`src/rtl/ram_scan_dp.sv`:
```
// Dual-port RAM whose read port scans the address space automatically or by manual step.
// Define RAM_SCAN_BYPASS_EN for write-through on a same-address write/read collision.
module ram_scan_dp #(
  parameter int DATA_W   = 3,
  parameter int ADDR_W   = 5,
  parameter int SCAN_DIV = 50000000
) (
  input  logic              clock,
  input  logic              reset,
  input  logic              wren,
  input  logic [ADDR_W-1:0] wr_addr,
  input  logic [DATA_W-1:0] wr_data,
  input  logic              scan_en,
  input  logic              step,
  output logic [ADDR_W-1:0] rd_addr,
  output logic [DATA_W-1:0] rd_data,
  output logic              rd_valid
);

  localparam int DEPTH = 1 << ADDR_W;
  localparam int DIV_W = (SCAN_DIV > 1) ? $clog2(SCAN_DIV) : 1;
  localparam logic [DIV_W-1:0] DIV_MAX = DIV_W'(SCAN_DIV - 1);

  logic [DATA_W-1:0] mem_q [DEPTH];

  logic [DIV_W-1:0]  div_cnt_q, div_cnt_d;
  logic [ADDR_W-1:0] rd_addr_q, rd_addr_d;
  logic [DATA_W-1:0] rd_data_q, rd_data_d;
  logic              step_q, step_d;
  logic              adv_q, adv_d;
  logic              rd_valid_q, rd_valid_d;

  logic tick;
  logic step_pulse;
  logic adv;

  // Storage is intentionally left out of reset.
  always_ff @(posedge clock) begin
    if (wren) begin
      mem_q[wr_addr] <= wr_data;
    end
  end

  always_comb begin
    tick       = scan_en & (div_cnt_q == DIV_MAX);
    step_pulse = step & ~step_q & ~scan_en;
    adv        = tick | step_pulse;

    div_cnt_d = '0;
    if (scan_en && !tick) begin
      div_cnt_d = div_cnt_q + DIV_W'(1);
    end

    rd_addr_d = rd_addr_q;
    if (adv) begin
      rd_addr_d = rd_addr_q + ADDR_W'(1);
    end

    rd_data_d = mem_q[rd_addr_q];
`ifdef RAM_SCAN_BYPASS_EN
    if (wren && (wr_addr == rd_addr_q)) begin
      rd_data_d = wr_data;
    end
`endif

    step_d     = step;
    adv_d      = adv;
    rd_valid_d = adv_q;
  end

  always_ff @(posedge clock or posedge reset) begin
    if (reset) begin
      div_cnt_q  <= '0;
      rd_addr_q  <= '0;
      rd_data_q  <= '0;
      step_q     <= 1'b0;
      adv_q      <= 1'b0;
      rd_valid_q <= 1'b0;
    end else begin
      div_cnt_q  <= div_cnt_d;
      rd_addr_q  <= rd_addr_d;
      rd_data_q  <= rd_data_d;
      step_q     <= step_d;
      adv_q      <= adv_d;
      rd_valid_q <= rd_valid_d;
    end
  end

  assign rd_addr  = rd_addr_q;
  assign rd_data  = rd_data_q;
  assign rd_valid = rd_valid_q;

endmodule
```
`config.mk`:
```
export PLATFORM = sky130hd
export DESIGN_NAME = ram_scan_dp
export DESIGN_NICKNAME = d
export VERILOG_FILES = /design/src/rtl/ram_scan_dp.sv
export SDC_FILE = /design/constraint.sdc
export NUM_CORES = 1
export LEC_CHECK = 0
export CORE_MARGIN = 10
export CORE_UTILIZATION = 45
export CTS_CLUSTER_DIAMETER = 40
export DETAILED_ROUTE_END_ITERATION = 16
export GPL_TIMING_DRIVEN = 0
export PLACE_DENSITY = 0.63
export SLEW_MARGIN = 0
export SYNTH_ARGS = -nofsm -noshare
export SYNTH_HDL_FRONTEND = slang
export SYNTH_SLANG_ARGS = --single-unit
```
`constraint.sdc`:
```
create_clock -name clock -period 1.68 [get_ports clock]
set_input_delay 0.336 -clock clock [delete_from_list [all_inputs] [get_ports clock]]
set_output_delay 0.336 -clock clock [all_outputs]
set_load 0.01 [all_outputs]
```
==> qor.csv, run 1 <==
stage;metric;value;unit
setup_path;max_stage_delay;0.58;ns
logic_synthesis;synth_nets;411;
setup_path;cp_top_family;simple AND/OR/NAND/NOR gates;
grt;grt_pass1_vias;3796;
sta;rsz0062_at_grt;yes;
logic_synthesis;synth_ff_type;edfxtp_1;
run;cap_violations;0;
logic_synthesis;synth_top_family_by_area;simple AND/OR/NAND/NOR gates;
logic_synthesis;syn_avg_cell_area;14.51;um2
final_layout;drive_gt1_share;38.78;%
cts;numCtsBuffers;17;
logic_synthesis;netlist_area;5732;um2
placed_design;dpl_worst_slack;-0.5510;ns
floorplanning;ioPinCount;22;
sta;finalSetupViolCount;33;
routing;totalWireLength;12690;um
cts;cts.clk_slew.worst_paths;0.06;ns
floorplanning;die_area;17650;um2
logic_synthesis;ys_seq_area_share;66.45;%
outcome;failed_checks;negative setup slack;
final_layout;nNetsFinal;493;
setup_path;cp_common_cell;buf_6;
setup_path;critPathKind;reg2reg;
power_and_ir_drop;ir_drop;0.0007514;V
setup_path;worst-path-buf-inv;3;
final_layout;diodes;0;
setup_path;worstPathArrival;2.14;ns
logic_synthesis;yosysUniqueCellTypes;51;
outcome;status;finished, violations left;
logic_synthesis;synth_top_area_share;50.29;%
routing;drt_first_iter_violations;220;
logic_synthesis;synth_edf_count;96;
logic_synthesis;async_flop_share;27.82;%
sta;min_period_over_period;109.7;%
logic_synthesis;synth_most_common_cell;edfxtp_1;
placed_design;postPlaceCellArea;6216;um2
logic_synthesis;synth-compound-area-share;6.352;%
setup_path;crit_path_end_kind;flip-flop;
floorplanning;start_util;45.60;%
floorplanning;die_w;132.9;um
cts;clkLatencyLatePin;0.42;ns
power_and_ir_drop;p_leak;2.615;nW
power_and_ir_drop;power_per_cell_area;1351;nW/um2
setup_path;cp-start-kind;flip-flop;
cts;clockBufferDepth;2;
cts;cts_sinks;133;
grt;grt_max_degree;38;
routing;drc;0;
logic_synthesis;synth-adder-area-share;0.6549;%
routing;num_vias;3701;
sta;period_needed;1.843;ns
sta;finClkSkew;0.005569;ns
cts;htree_levels;4;
floorplanning;fp.dieH;132.9;um
grt;grt_pass1_wl;20020;um
logic_synthesis;synth_simple_gate_area_share;13.14;%
routing;drt-pass1-iter-count;5;
grt;grt_use_total;14.56;%
floorplanning;rows;41;
final_layout;area_growth;31.46;%
logic_synthesis;synth.area.top_cells;edfxtp_1, dfrtp_1, mux4_2, nor2_1, mux2i_1;
grt;antenna_found_initial;1;
sta;fin_ws;-0.1627;ns
logic_synthesis;synth.cells.most_frequent;edfxtp_1, nor2_1, dfrtp_1, mux4_2, nand3_1;
final_layout;post-route-cell-area;7535;um2
grt;gr-total-overflow;0;
setup_path;cp_slowest_cell;or4_4;
setup_path;critPathMaxFanout;6;
placed_design;finalWeightedCongestion;0.7991;
sta;max_freq;542.7;MHz
logic_synthesis;synth_mux_area_share;9.430;%
placed_design;numPortBuffers;21;
placed_design;hpwl;7853;um
sta;drv_slew;0;
cts;cts_root_buf;clkbuf_16;
setup_path;path_cells;nand3_4 > or4_4 > o31ai_4 > buf_6 > buf_6 > buf_8 > a21oi_2;
floorplanning;coreArea;12570;um2
cts;cts_tree;yes;
hold_path;hp-class;reg2reg;
logic_synthesis;netlist_instances;395;
logic_synthesis;synth_xor_area_share;1.834;%
logic_synthesis;synth_largest_area_cell;edfxtp_1;
routing;final_antenna_net_count;0;
routing;routedWlPerCell;19.16;um
routing;via_per_inst;5.591;
sta;final_hold_viol_count;0;
sta;worst_pin_slew;1.160;ns
logic_synthesis;ys_seq_elements;133;
setup_path;crit_required;1.97;ns
sta;relSlewSlack;22.42;%
logic_synthesis;ys_warn_count;0;
[logic make-up after synthesis]
group                    count (synthesis)
AO/OA/AOI/OAI                           53
XOR/XNOR                                12
AND/OR/NAND/NOR                        140
adder cells (fa/ha/maj)                  3
buffers and inverters                   23
multiplexers                            31
flip-flops                             133
[sequential cells by signal (all words and copies together) (netlist names)]
| register | flops |
|---|---|
| rd_addr | 5 |
| mem_q | 96 |
| rd_valid | 1 |
| step_q | 1 |
| rd_data | 3 |
| div_cnt_q | 26 |
| adv_q | 1 |
[metal layers]
layer  routed length (um)  track usage, %  up-vias
li1                     -               -     1707
met4                  232           5.134        2
met2                 6256           23.38      106
met1                 5529           18.10     1862
met3                  661           4.618       24
met5                    7               0        -
[layout by cell type (no fill, tap or decap), drive strengths merged, types with 3 or more instances in the layout]
master | netlist | layout
and3 | 3 | 3
or3 | 10 | 10
a22oi | 3 | 3
nand3b | 5 | 5
mux2i | 12 | 12
or3b | 4 | 4
nor3 | 7 | 7
a21oi | 15 | 15
a211oi | 6 | 6
dlymetal6s2s | 0 | 3
clkdlybuf4s50 | 0 | 13
nand4 | 9 | 9
xnor2 | 10 | 10
nor4 | 3 | 3
clkinv | 0 | 8
edfxtp | 96 | 96
mux4 | 18 | 18
o221ai | 3 | 3
nand3 | 17 | 17
o31ai | 5 | 5
dlygate4sd2 | 0 | 5
clkbuf | 5 | 21
and4 | 3 | 3
o21ai | 9 | 9
buf | 11 | 54
and2 | 3 | 3
ha | 3 | 3
inv | 7 | 10
o22ai | 5 | 5
nand2 | 15 | 15
or4 | 6 | 6
a22o | 3 | 3
nor2 | 47 | 47
dfrtp | 37 | 37
[final cells by class]
class                           count  area, um2
Buffer                             14      151.4
Clock buffer                       17      425.4
Clock inverter                     15      156.4
Fill cell                         930       5034
Inverter                            7      26.28
Multi-Input combinational cell    239       2126
Sequential cell                   133       3816
Tap cell                          172      215.2
Timing Repair Buffer               65      618.1
[per-stage QoR]
stage	std cells	hold slack [ns]	utilization [%]	total power [mW]	setup TNS, ns
floorplan	395	0.3312	-	5.366	-0.6650
global placement	588	0.3343	49.46	6.059	-78.10
detailed placement	588	0.3370	49.46	6.092	-70.92
CTS	652	0.3496	57.79	9.970	-3.818
global route	662	0.3649	59.95	10.61	-4.898
finish	662	0.3474	59.95	10.18	-2.915
[what timing repair did]
item,4_1_cts,5_1_grt
resized for setup,49,56
pin swaps,16,12
endpoints found under the setup margin,68,62
gates cloned,1,1
setup buffers,32,12
hold buffers,0,0
[report_power, final]
part,switching (mW),total [mW],internal [mW]
Clock,1.39,3.58,2.19
Sequential,0.111,3.79,3.68
Combinational,1.33,2.81,1.47
Total,2.84,10.2,7.34
[path summary, 6_finish.rpt]
kind | end | start | cells after the start | slack [ns]
max in group asynchronous | rd_addr[4]$_DFFE_PP0P_ | reset | 2 | 0.71
worst min register to register | rd_valid$_DFF_PP0_ | adv_q$_DFF_PP0_ | 0 | 0.35
worst max register to register | div_cnt_q[17]$_DFF_PP0_ | div_cnt_q[3]$_DFF_PP0_ | 7 | -0.16
worst min-delay path | rd_valid$_DFF_PP0_ | adv_q$_DFF_PP0_ | 0 | 0.35
worst max-delay path | div_cnt_q[17]$_DFF_PP0_ | div_cnt_q[3]$_DFF_PP0_ | 7 | -0.16
min in group asynchronous | div_cnt_q[2]$_DFF_PP0_ | reset | 2 | 0.40
No activity file was read; power rests on OpenSTA's default activity.
==> run 2: changes to the inputs <==
--- a/config.mk
+++ b/config.mk
@@ -5,7 +5,7 @@
 export SDC_FILE = /design/constraint.sdc
 export NUM_CORES = 1
 export LEC_CHECK = 0
-export CORE_MARGIN = 10
+export ABC_CLOCK_PERIOD_IN_PS = 1680
 export CORE_UTILIZATION = 45
 export CTS_CLUSTER_DIAMETER = 40
 export DETAILED_ROUTE_END_ITERATION = 16
==> qor.csv, run 2 (synthesis results as in run 1) <==
stage;metric;value;unit;change
final_layout;final_common_cell;edfxtp_1;;
sta;min_period_over_period;110.6;%;+0.94 points
final_layout;fillers;933;;+0.32%
power_and_ir_drop;intPower;8.053;mW;+9.7%
sta;worst_pin_slew;1.178;ns;+0.01756 ns
power_and_ir_drop;switchingPower;2.831;mW;-0.17%
sta;finClkSkew;0.009640;ns;+0.004071 ns
power_and_ir_drop;p_clk_share;37.9;%;+2.7 points
cts;clkLatencyLatePin;0.42;ns;about the same
floorplanning;die_w;114.9;um;-14%
grt;grt_use_total;20.23;%;+5.7 points
grt;grt_pass1_vias;3723;;-1.9%
floorplanning;coreArea;12210;um2;-2.8%
placed_design;dpl_worst_slack;-0.5446;ns;+0.006330 ns
final_layout;area_growth;31.74;%;
final_layout;post-route-cell-area;7551;um2;+0.22%
final_layout;largest_reg_flops;96;;unchanged
power_and_ir_drop;combPwrFrac;27.3;%;-0.3 points
cts;cts.clk_slew.worst_paths;0.06;ns;about the same
floorplanning;ioPinCount;22;;unchanged
cts;cts_sinks;133;;unchanged
floorplanning;fp.dieH;114.9;um;-14%
cts;numCtsBuffers;17;;unchanged
cts;htree_levels;4;;unchanged
sta;hold_ws;0.3558;ns;+0.008421 ns
placed_design;numPortBuffers;21;;unchanged
cts;cts_root_buf;clkbuf_16;;
sta;finalSetupViolCount;34;;+3.0%
setup_path;cp-start-kind;flip-flop;;
hold_path;hp-class;reg2reg;;
power_and_ir_drop;p_leak;2.659;nW;+1.7%
run;cap_violations;0;;unchanged
outcome;status;finished, violations left;;
power_and_ir_drop;ir_drop;0.001146;V;+52%
final_layout;layout.cells.non_filler;659;;-0.45%
hold_path;whs_path_depth;0;;unchanged
power_and_ir_drop;power_per_cell_area;1441;nW/um2;+6.7%
setup_path;crit_required;1.98;ns;about the same
setup_path;r2r_cells;5;;-2
setup_path;worstPathArrival;2.16;ns;+0.02 ns
power_and_ir_drop;p_seq_share;34.8;%;-2.4 points
grt;grt_max_degree;38;;unchanged
routing;drc;0;;unchanged
final_layout;regMostFlops;mem_q;;
setup_path;max_stage_delay;0.55;ns;-0.03 ns
grt;antenna_found_initial;0;;-1
power_and_ir_drop;p_sw_share;26.01;%;-1.8 points
placed_design;dp_cells;584;;-0.68%
cts;clockBufferDepth;2;;unchanged
floorplanning;start_util;46.94;%;+1.3 points
placed_design;hpwl;7406;um;-5.7%
sta;drv_slew;0;;unchanged
setup_path;cp_slowest_cell;or4_4;;
routing;totalWireLength;12190;um;-3.9%
floorplanning;rows;40;;-2.4%
sta;rsz0062_at_grt;yes;;
sta;fin_ws;-0.1786;ns;-0.01585 ns
floorplanning;die_area;13190;um2;-25%
routing;routedWlPerCell;18.49;um;-3.5%
placed_design;postPlaceCellArea;6211;um2;about the same
routing;via_per_inst;5.516;;-1.3%
sta;final_hold_viol_count;0;;unchanged
placed_design;finalWeightedCongestion;0.7889;;-1.3%
routing;num_vias;3635;;-1.8%
routing;drt-pass1-iter-count;7;;+2
final_layout;final_cell_mix;edfxtp_1, nor2_1, dfrtp_1, buf_4, mux4_2;;
setup_path;path_cells;nand4_1 > or4_4 > buf_6 > o21a_4 > mux2_4;;
routing;drt_first_iter_violations;250;;+14%
grt;grt_pass1_wl;19180;um;-4.2%
outcome;failed_checks;negative setup slack;;
cts;cts_hold_buf;0;;unchanged
grt;gr-total-overflow;0;;unchanged
sta;period_needed;1.859;ns;+0.01585 ns
setup_path;crit_path_end_kind;flip-flop;;
final_layout;diodes;0;;unchanged
setup_path;critPathMaxFanout;3;;-3
cts;cts_tree;yes;;
final_layout;nNetsFinal;494;;+0.20%
sta;max_freq;538.0;MHz;-0.85%
setup_path;critPathKind;reg2reg;;
final_layout;drive_gt1_share;35.44;%;-3.3 points
sta;relSlewSlack;21.24;%;-1.2 points
routing;final_antenna_net_count;0;;unchanged
## run 2: what timing repair did
item                                    CTS  global route
pin swaps                                18            19
setup buffers                            32            13
gates resized for setup                  49            44
gates cloned                              3             0
endpoints found under the setup margin   67            56
## run 2: critical path, delay by kind of cell (launching register included)
family	cells	cell delay, ns
DFF	1	0.37
buffers and inverters	1	0.14
muxes	1	0.29
AOI/OAI and AO/OA	1	0.21
and+or+nand+nor	2	0.72
## run 2: path summary, 6_finish.rpt
kind                                    startpoint                      end  slack (ns)
setup / recovery           div_cnt_q[12]$_DFF_PP0_   rd_addr[1]$_DFFE_PP0P_       -0.18
hold / removal                     adv_q$_DFF_PP0_       rd_valid$_DFF_PP0_        0.36
setup reg to reg           div_cnt_q[12]$_DFF_PP0_   rd_addr[1]$_DFFE_PP0P_       -0.18
hold reg to reg                    adv_q$_DFF_PP0_       rd_valid$_DFF_PP0_        0.36
max in group asynchronous                    reset   rd_addr[4]$_DFFE_PP0P_        0.72
min in group asynchronous                    reset  div_cnt_q[16]$_DFF_PP0_        0.38
## run 2: through the flow
stage	total power, mW	util, %	TNS, ns
detailed placement	6.069	50.86	-70.48
global route	11.25	61.83	-5.229
global placement	6.045	50.86	-76.57
floorplan	5.366	-	-0.6650
finish	10.88	61.83	-3.252
CTS	10.80	60.07	-5.551
## run 2: power by group through the flow
stage	clock network, mW	registers (mW)	logic [mW]
floorplan	0	3.86	1.50
global placement	0	3.88	2.17
detailed placement	0	3.88	2.19
CTS	4.17	3.79	2.85
global route	4.29	3.80	3.17
finish	4.12	3.79	2.98
## run 2: final cells by class
cell class | instances | area, um2 | area share [%]
tap | 168 | 210.2 | 2.784
sequential | 133 | 3816 | 50.54
multi-input combinational | 239 | 2039 | 27.01
clock buffer | 17 | 425.4 | 5.634
clock inverter | 15 | 234.0 | 3.099
buffer | 14 | 148.9 | 1.972
timing repair buffer | 66 | 650.6 | 8.616
inverter | 7 | 26.28 | 0.3480
## run 2: layer usage
metal  up-vias  global-route usage (%)  part of all wire [%]
met4         0                   8.658                   1.9
met5         -                       0                     0
met1      1834                   26.20                    45
li1       1699                       -                     -
met2        84                   32.29                    48
met3        18                   5.535                   4.7
==> run 3: changes to the inputs <==
--- a/config.mk
+++ b/config.mk
@@ -6,7 +6,9 @@
 export NUM_CORES = 1
 export LEC_CHECK = 0
 export ABC_CLOCK_PERIOD_IN_PS = 1680
+export CAP_MARGIN = 20
 export CORE_UTILIZATION = 45
+export CTS_BUF_LIST = sky130_fd_sc_hd__clkbuf_8
 export CTS_CLUSTER_DIAMETER = 40
 export DETAILED_ROUTE_END_ITERATION = 16
 export GPL_TIMING_DRIVEN = 0
==> qor.csv, run 3 (synthesis results as in run 1) <==
stage;metric;value;unit;change
floorplanning;ioPinCount;22;;unchanged
final_layout;drive_gt1_share;31.51;%;-3.9 points
hold_path;hp-class;in2async;;
floorplanning;start_util;46.94;%;unchanged
placed_design;hpwl;7406;um;unchanged
grt;antenna_found_initial;0;;unchanged
final_layout;regMostFlops;mem_q;;
sta;final_hold_viol_count;0;;unchanged
cts;cts.clk_slew.worst_paths;0.08;ns;+0.02 ns
floorplanning;coreArea;12210;um2;unchanged
outcome;failed_checks;negative setup slack;;
run;cap_violations;0;;unchanged
final_layout;seqCellArea;3814;um2;about the same
setup_path;crit_required;2.00;ns;+0.02 ns
final_layout;multi_input_area;2017;um2;-1.1%
sta;finalSetupViolCount;33;;-2.9%
grt;grt_use_total;19.97;%;-0.26 points
routing;routedWlPerCell;18.75;um;+1.4%
cts;clkLatencyLatePin;0.44;ns;+0.02 ns
placed_design;numPortBuffers;21;;unchanged
setup_path;critPathKind;reg2reg;;
setup_path;cp_slowest_cell;or4_4;;
sta;hold_ws;0.3603;ns;+0.004458 ns
placed_design;postPlaceCellArea;6211;um2;unchanged
setup_path;crit_path_end_kind;flip-flop;;
cts;htree_levels;4;;unchanged
floorplanning;rows;40;;unchanged
routing;num_vias;3582;;-1.5%
cts;cts_tree;yes;;
setup_path;path_cells;nand4_1 > or4_4 > o31ai_4 > buf_6 > buf_6 > nor2_2;;
final_layout;post-route-cell-area;7253;um2;-3.9%
routing;final_antenna_net_count;0;;unchanged
floorplanning;die_area;13190;um2;unchanged
sta;drv_slew;0;;unchanged
sta;min_period_over_period;110.1;%;-0.53 points
final_layout;diodes;0;;unchanged
setup_path;critPathMaxFanout;6;;+3
sta;period_needed;1.850;ns;-0.008978 ns
routing;drt_first_iter_violations;249;;-0.40%
outcome;status;finished, violations left;;
setup_path;rrSetupSlack;-0.17;ns;about the same
floorplanning;die_w;114.9;um;unchanged
setup_path;cp-start-kind;flip-flop;;
grt;grt_max_degree;38;;unchanged
placed_design;dp_cells;584;;unchanged
final_layout;final_cell_mix;edfxtp_1, nor2_1, dfrtp_1, clkbuf_8, mux4_2;;
final_layout;layout.cells.non_filler;644;;-2.3%
sta;fin_ws;-0.1696;ns;+0.008978 ns
grt;grt_pass1_wl;18890;um;-1.5%
power_and_ir_drop;ir_drop;0.0007410;V;-35%
sta;rsz0062_at_grt;yes;;
grt;grt_pass1_vias;3722;;-0.027%
final_layout;nNetsFinal;479;;-3.0%
power_and_ir_drop;power_per_cell_area;1375;nW/um2;-4.6%
power_and_ir_drop;p_leak;2.527;nW;-5.0%
grt;gr-total-overflow;0;;unchanged
sta;setup_tns;-4.832;ns;-1.579 ns
routing;drt-pass1-iter-count;4;;-3
cts;cts_sinks;133;;unchanged
sta;worst_pin_slew;0.8226;ns;-0.3551 ns
cts;cts_root_buf;clkbuf_8;;
cts;numCtsBuffers;17;;unchanged
routing;totalWireLength;12080;um;-0.91%
final_layout;largest_reg_flops;96;;unchanged
routing;via_per_inst;5.562;;+0.84%
cts;clockBufferDepth;2;;unchanged
final_layout;final_util;59.40;%;-2.4 points
placed_design;finalWeightedCongestion;0.7889;;unchanged
final_layout;final_common_cell;edfxtp_1;;
final_layout;area_growth;26.54;%;
setup_path;worstPathArrival;2.17;ns;about the same
sta;max_freq;540.7;MHz;+0.49%
setup_path;cp_common_cell;buf_6;;
floorplanning;fp.dieH;114.9;um;unchanged
sta;relSlewSlack;45.08;%;+24 points
setup_path;max_stage_delay;0.58;ns;+0.03 ns
sta;finClkSkew;0.008251;ns;-0.001389 ns
final_layout;fillers;972;;+4.2%
routing;drc;0;;unchanged
==> run 3: changes by cell type in the layout (fill, tap and decap cells not counted), moves of 3 or more <==
cell / previous run / this run
buf_6: 14 / 8
a21oi_2: 14 / 9
clkbuf_16: 17 / 0
buf_4: 30 / 16
a21oi_1: 1 / 6
or4_4: 4 / 1
clkbuf_8: 0 / 18
==> run 3: final cells by class <==
cell class | instances | area share (%)
plain buffers | 14 | 2.001
repair buffers | 51 | 7.901
clock inverters | 15 | 3.226
flip-flops and latches | 133 | 52.58
clock buffers | 17 | 3.226
well taps | 168 | 2.898
inverters | 7 | 0.3623
multi-input cells | 239 | 27.81
==> run 3: where the power goes <==
group | switching, mW | internal (mW)
clock | 1.22 | 1.90
sequential | 0.110 | 3.67
combinational | 1.39 | 1.68
==> run 3: timing repair <==
action,CTS,global route
hold buffers,0,0
cloned,3,0
buffers inserted,24,0
endpoints found under the setup margin,64,49
resized for setup,50,24
pin swaps,15,6
==> run 3: layer usage <==
layer	routed length, um	vias to the layer above	track usage, %
met1	5376	1800	25.69
li1	-	1672	-
met2	5893	100	31.93
met3	694	10	6.168
met5	0	-	0
met4	112	0	7.706
==> run 3: path summary, 6_finish.rpt <==
| path | startpoint | to | cells after the start |
|---|---|---|---|
| max reg2reg | div_cnt_q[12]$_DFF_PP0_ | div_cnt_q[2]$_DFF_PP0_ | 6 |
| min in group clock | adv_q$_DFF_PP0_ | rd_valid$_DFF_PP0_ | 0 |
| min reg2reg | adv_q$_DFF_PP0_ | rd_valid$_DFF_PP0_ | 0 |
| max | div_cnt_q[12]$_DFF_PP0_ | div_cnt_q[2]$_DFF_PP0_ | 6 |
| max in group asynchronous | reset | rd_addr[4]$_DFFE_PP0P_ | 2 |
| min | reset | div_cnt_q[16]$_DFF_PP0_ | 2 |
==> run 3: metrics by stage <==
step	setup WS, ns	total power, mW
2_1_floorplan	-0.04727	5.366
3_3_place_gp	-0.5140	6.045
3_5_place_dp	-0.5446	6.069
4_1_cts	-0.1843	9.887
5_1_grt	-0.2530	10.36
6_report	-0.1696	9.976
==> run 3: worst max-delay path: cells and delay by family (launching register included) <==
family / cells / cell delay [ns]
flip-flops: 1 / 0.40
AND/OR/NAND/NOR: 3 / 0.80
AO/OA/AOI/OAI: 1 / 0.24
buffers and inverters: 2 / 0.30
